File: src/rtl/wb_write_queue.sv
// Writeback queue between result producers and the register-file write port.
// In-order FIFO with youngest-match bypass lookup over pending entries.
module wb_write_queue #(
    parameter int DEPTH = 4
) (
    input  logic        clock,
    input  logic        reset,
    input  logic        in_valid,
    output logic        in_ready,
    input  logic [4:0]  in_reg,
    input  logic [31:0] in_data,
    input  logic        wb_hold,
    output logic        regwrite,
    output logic [4:0]  write_reg,
    output logic [31:0] write_data,
    input  logic [4:0]  lookup_reg,
    output logic        lookup_hit,
    output logic [31:0] lookup_data,
    output logic [4:0]  count,
    output logic        full,
    output logic        empty
);

    localparam int AW = $clog2(DEPTH);

    logic [4:0]    reg_q  [DEPTH];
    logic [31:0]   data_q [DEPTH];
    logic [AW-1:0] head;
    logic [AW-1:0] tail;
    logic [4:0]    cnt;
    logic          push;
    logic          pop;

    assign count    = cnt;
    assign full     = (cnt == 5'(DEPTH));
    assign empty    = (cnt == 5'd0);
    assign in_ready = !full && !reset;

    // Register 0 writes complete the handshake but are dropped.
    assign push = in_valid && in_ready && (in_reg != 5'd0);
    // Reset suppresses draining so no strobe escapes in the reset cycle.
    assign pop  = !empty && !wb_hold && !reset;

    // Write port driven straight from the head entry.
    always_comb begin
        regwrite   = 1'b0;
        write_reg  = 5'd0;
        write_data = 32'd0;
        if (pop) begin
            regwrite   = 1'b1;
            write_reg  = reg_q[head];
            write_data = data_q[head];
        end
    end

    // Scan oldest to youngest so the youngest match overrides earlier ones.
    always_comb begin
        logic [AW-1:0] idx;
        lookup_hit  = 1'b0;
        lookup_data = 32'd0;
        idx         = head;
        for (int i = 0; i < DEPTH; i++) begin
            idx = head + AW'(i);
            if (!reset && (lookup_reg != 5'd0) && (i < int'(cnt))
                && (reg_q[idx] == lookup_reg)) begin
                lookup_hit  = 1'b1;
                lookup_data = data_q[idx];
            end
        end
    end

    // Storage, pointers and occupancy update.
    always_ff @(posedge clock) begin
        if (reset) begin
            head <= '0;
            tail <= '0;
            cnt  <= 5'd0;
            for (int i = 0; i < DEPTH; i++) begin
                reg_q[i]  <= 5'd0;
                data_q[i] <= 32'd0;
            end
        end else begin
            if (push) begin
                reg_q[tail]  <= in_reg;
                data_q[tail] <= in_data;
                tail         <= tail + 1'b1;
            end
            if (pop) begin
                head <= head + 1'b1;
            end
            case ({push, pop})
                2'b10:   cnt <= cnt + 5'd1;
                2'b01:   cnt <= cnt - 5'd1;
                default: cnt <= cnt;
            endcase
        end
    end

endmodule

File: config.mk
export PLATFORM = sky130hd
export DESIGN_NAME = wb_write_queue
export DESIGN_NICKNAME = d
export VERILOG_FILES = /design/src/rtl/wb_write_queue.sv
export SDC_FILE = /design/constraint.sdc
export NUM_CORES = 1
export LEC_CHECK = 0
export ABC_CLOCK_PERIOD_IN_PS = 4900
export CORE_MARGIN = 3
export CORE_UTILIZATION = 25
export CTS_BUF_LIST = sky130_fd_sc_hd__clkbuf_4
export CTS_CLUSTER_SIZE = 10
export DETAILED_ROUTE_END_ITERATION = 10
export DONT_BUFFER_PORTS = 1
export GPL_TIMING_DRIVEN = 0
export HOLD_SLACK_MARGIN = 0.15
export PLACE_DENSITY = 0.43
export REMOVE_ABC_BUFFERS = 1
export SYNTH_ARGS = -nofsm -noshare
export SYNTH_HDL_FRONTEND = slang
export SYNTH_SLANG_ARGS = --single-unit
File: constraint.sdc
create_clock -name clock -period 4.9 [get_ports clock]
set_clock_uncertainty 0.1 [all_clocks]
set_input_delay 1.225 -clock clock [delete_from_list [all_inputs] [get_ports clock]]
set_output_delay 1.225 -clock clock [all_outputs]
set_load 0.01 [all_outputs]
; Yosys cells after proc, flatten, opt, wreduce, memory -nomap -nowiden
; Memories as Yosys holds them, arrays and structs flattened. A register that Yosys moved wholly into a read port is not among the register bits.
; Index checks and enable logic that the tools add are counted.
[word_totals]
regBits = 9
ramBits = 148
inputBits = 46
out_inout_bits = 79
memories = 2
[memory_table]
columns = name, words, width, read_ports, rd_clocked_by_memory_dff, wr, line
row1 = data_q, 4, 32, 4, 1, 4, 27  ; logic [31:0] data_q [DEPTH];
row2 = reg_q, 4, 5, 4, 1, 4, 26  ; logic [4:0] reg_q [DEPTH];
[classes]
n_addsub = 6
order_cmp = 4
n_eq_ne = 7
mux = 27
reduce_logical = 24
[op_table]
columns = op, count
row1 = 32-bit 2-to-1 mux, 6
row2 = 32-bit OR reduction, 1
row3 = 5-bit equality test, 4
row4 = 1-bit logical AND, 14
row5 = 1-bit 2-to-1 mux, 12
row6 = 2-bit 2-to-1 mux, 6
row7 = 1-bit by 5-bit < comparator with 1-bit output (first input constant), 2
row8 = 2-bit by 5-bit < comparator with 1-bit output (first input constant), 2
row9 = 5-bit 2-to-1 mux, 2
row10 = 5-bit case mux with 2 select lines, 1
row11 = 5-bit nonzero test, 2
row12 = 5-bit by 1-bit adder with 5-bit output (second input constant), 1
row13 = 5-bit by 3-bit equality test with 1-bit output (second input constant), 1
row14 = 5-bit zero test, 1
row15 = 5-bit OR reduction, 1
row16 = 5-bit by 1-bit subtractor with 5-bit output (second input constant), 1
row17 = 2-bit by 1-bit adder with 2-bit output (second input constant), 2
row18 = 2-bit adder (second input constant), 2
row19 = 1-bit zero test, 4
row20 = 2-bit by 1-bit equality test with 1-bit output (second input constant), 1
row21 = 2-bit equality test (second input constant), 1
row22 = 2-bit nonzero test, 1

; Logic depth before layout (Yosys ltp)
[depth]
depth_word = 10
ltp_mapped = 13
depth_no_buf = 12

; Worst setup path before layout
; Ideal clock, no wire load.
[synth_timing]
path_kind = input to register
startpoint = in in_reg[0]
endpoint = mem data_q[3][0], enable pin
arrival_time_ns = 4.074
required_time_ns = 4.356
setup_slack_ns = 0.282
path_stages = 5
path_buffers = 2
cell_sequence = or4_1 -> o21a_1 -> buf_4 -> clkbuf_1 -> a21oi_1
[synth_lines]
columns = item, line
row1 = from (decl), 10  ; input logic [4:0] in_reg,
row2 = to (decl), 27

; Worst setup path in the final report
[layout_timing]
startpoint = reg head[1]
endpoint = out lookup_data[14]
[layout_between]
elab_chain_cells = 7
[layout_lines]
columns = item, line
row1 = from (decl), 28  ; logic [AW-1:0] head;
row2 = from (signal assigned), 89  ; head <= head + 1'b1;
row3 = 2-bit by 1-bit adder with 2-bit output, 63  ; idx = head + AW'(i);
row4 = memory 4 x 5 bit, n/a
row5 = 5-bit equality test, 65  ; && (reg_q[idx] == lookup_reg)) begin
row6 = 1-bit logical AND, 65
row7 = 32-bit 2-to-1 mux (2 in series), 64  ; if (!reset && (lookup_reg != 5'd0) && (i < int'(cnt))
row8 = 32-bit 2-to-1 mux *, 64
row9 = to (decl), 18  ; output logic [31:0] lookup_data,
; Every way passes the cells marked *; elsewhere a longest branch is shown, timed or not.

==> summary.md <==
| Metric | Value |
|---|---|
| I/O pin count | `125` |
| WP data required | `3.58 ns` |
| Core Box Area | `44500 µm²` |
| GRT busiest layer | `met2` |
| Achievable Freq | `0.216 GHz` |
| PwrDens | `282 nW/µm²` |
| Reg clk slew, reported paths | `0.13 ns` |
| Clock root buffer | `clkbuf_4` |
| Ys flop type | `edfxtp_1` |
| Data arrival, critical path | `3.31 ns` |
| Yosys cell types | `46` |
| Worst Path Max Fanout | `17` |
| Dpl cells | `1382` |
| Top cells by count, synth | `and2_1 (182), edfxtp_1 (148), mux4_2 (142)` |
| Tot GR Track Use | `16.1%` |
| CTS Buf Count | `17` |
| Post-layout instance area | `13200 µm²` |
| Final nets | `896` |
| DIE HEIGHT | `219 µm` |
| Pin count of the biggest net entering global routing | `54` |
| FFs w/ async S/R, synth | `0%` |
| Area of placed instances | `12300 µm²` |
| Die ar. | `48000 µm²` |
| First-pass GRT wire length | `55600 µm` |
| Normalized max-slew margin | `44.7%` |
| Leading area contributor after synthesis | `edfxtp_1` |
| Post-layout min period | `4.64 ns` |
| Syn Inst Count | `846` |
| Synth Register Bits | `159` |
| Via count | `7509` |
| Number of synthesized flops with an enable pin | `148` |
| Overall routed net length | `37900 µm` |
| Peak VDD IR | `0.152 mV` |
| Final period util | `94.6%` |
| WL/cell | `26.1 µm` |
| Max H-tree Level | `4` |
| Post-route ant nets | `0` |
| Clock latency on the worst-skew pair | `0.61 ns` |
| Yosys Warn Count | `0` |
| Hold_sp | `tail[1]` |
| Final Core Density | `29.7%` |
| Remaining global-route overflow | `0` |
| R2r startpoint | `count[0]` |
| Drt drc | `0` |
| Top cell type's share of synthesized area | `39.1%` |
| Vias per cell | `5.18` |
| TritonCTS clock tree | `built` |
| Hold Crit Depth | `1` |
| Number of port buffers | `0` |
| Met1 GRT Util | `18.3%` |
| Clock buffer depth | `2` |
| Initial antenna violation count | `1` |
| Setup tns final | `0 ns` |
| Initial Util | `25.5%` |
| Gp weighted congestion | `0.712` |
| Status | `finished, final reports clean` |
| Final Non-Filler Cells | `1451` |
| Tightest Pin Transition | `0.825 ns` |
| Hold crit path type | `register to register` |
| Vias in the first global route | `8053` |
| CP startpoint | `head[1]` |
| Static leakage | `4.19 nW` |
| Setup violators final | `0` |
| Synthesized area per cell | `13.4 µm²` |
| Clk sinks | `159` |
| Post-DP HPWL | `23600 µm` |
| Grt met3 use | `4.33%` |
| Register area share after synthesis | `41.1%` |
| RSZ-0062 raised after global routing | `no` |
| Die W | `219 µm` |
| Most used standard cell by instance count after synthesis | `and2_1` |
| Synthesized area | `11400 µm²` |
| Layout cells sized above 1 | `34.0%` |
| Max Cap Violations | `0` |
| WS Path Type | `register to primary output` |
| Synth area leaders | `edfxtp_1 (39%), mux4_2 (28%), and2_1 (10%)` |
| Layout area overhead | `16.2%` |
| Final hold violation count | `0` |
| R2R depth | `11` |
| 1st-iter DRT viols | `498` |
| Startpoint Class | `register` |
| Final Max Slew Viols | `0` |
| Worst setup EP type | `primary output` |
| Grt met2 use | `29.8%` |
| Rows | `77` |
| First-pass iteration count of the detailed router | `5` |
power breakdown:
| part | internal (mW) | total (mW) | switching, mW |
|---|---|---|---|
| Clock | 0.454 | 0.965 | 0.511 |
| Combinational | 0.573 | 1.07 | 0.496 |
| Sequential | 1.59 | 1.69 | 0.0978 |
sequential cells by signal, summed over array words and instances, names as in the netlist, named ones only:
| register | flops |
|---|---|
| head | 2 |
| count | 5 |
| reg_q | 20 |
| data_q | 128 |
| tail | 2 |
final timing paths:
path	endpoint	slack, ns
setup / recovery	lookup_data[14]	0.26
setup reg to reg	data_q[0][31]	0.32
hold / removal	tail[1]	0.42
hold reg to reg	tail[1]	0.42
critical path, stage by stage, from the launching register on:
cell and delay (ns):
dfxtp_4 0.44, buf_16 0.18, mux4_2 0.53, xnor2_1 0.20
nor4_4 0.35, buf_12 0.19, o21a_4 0.20, buf_12 0.15
a211oi_1 0.05, a211oi_2 0.41
cells in the final DEF (no fill, tap or decap), types with 4 or more instances in the layout:
cell	Yosys	final
buf_16	0	8
and2_1	182	182
a211oi_1	35	33
buf_4	6	20
and3_1	7	5
mux4_2	142	142
nor2_1	39	39
a211oi_2	26	27
dfxtp_4	0	4
a21oi_1	9	6
o31ai_1	4	4
ha_1	5	5
xnor2_1	18	18
dfxtp_1	11	6
buf_6	5	8
buf_12	0	18
o211ai_1	4	4
edfxtp_1	148	148
nor3_1	32	29
bufinv_16	0	5
mux2i_1	9	9
clkbuf_4	0	17
nand3_1	34	34
inv_1	8	8
o21a_4	1	4
xor2_1	11	11
stage by stage:
step | hold slack [ns] | power (mW) | setup WS (ns)
floorplan | 0.351 | 2.52 | -2.73
detailed placement | 0.389 | 2.74 | -0.627
finish | 0.425 | 3.72 | 0.264
global route | 0.445 | 3.93 | 0.0317
CTS | 0.421 | 3.78 | 0.00272
global placement | 0.360 | 2.79 | -5.77
what timing repair did:
item | in CTS | in global routing
resized for setup | 13 | 2
buffers inserted | 30 | 0
pin swaps | 6 | 2
setup endpoints to repair | 35 | 60
cloned | 6 | 1
hold buffers | 0 | 0
cells by family (layout without fill, tap and decap cells):
kind of cell               Yosys count  in the layout  share of synthesized area, %
and+or+nand+nor                    317            317                          16.2
AOI/OAI and AO/OA                   92             95                          7.15
adders and majority gates            5              5                         0.551
other                                0              1                             0
DFF                                159            159                          41.1
buffers and inverters               93            102                          3.83
xor gates and xnor gates            29             29                          2.24
muxes                              151            151                          29.0
metal layers:
layer	wire length (µm)	vias up	share of wire [%]
met5	0	-	0
met4	529	0	1.4
met3	2520	37	6.7
met2	20400	199	54
met1	14400	3936	38
li1	-	3337	-
final cells by class:
type / count / area (µm²)
well taps: 592 / 741
clock inverters: 15 / 216
diodes: 1 / 2.50
flip-flops and latches: 159 / 4680
clock buffers: 17 / 128
fillers: 4473 / 31300
repair buffers: 61 / 988
multi-input cells: 597 / 6410
inverters: 9 / 33.8
No activity file was read; power rests on OpenSTA's default activity.
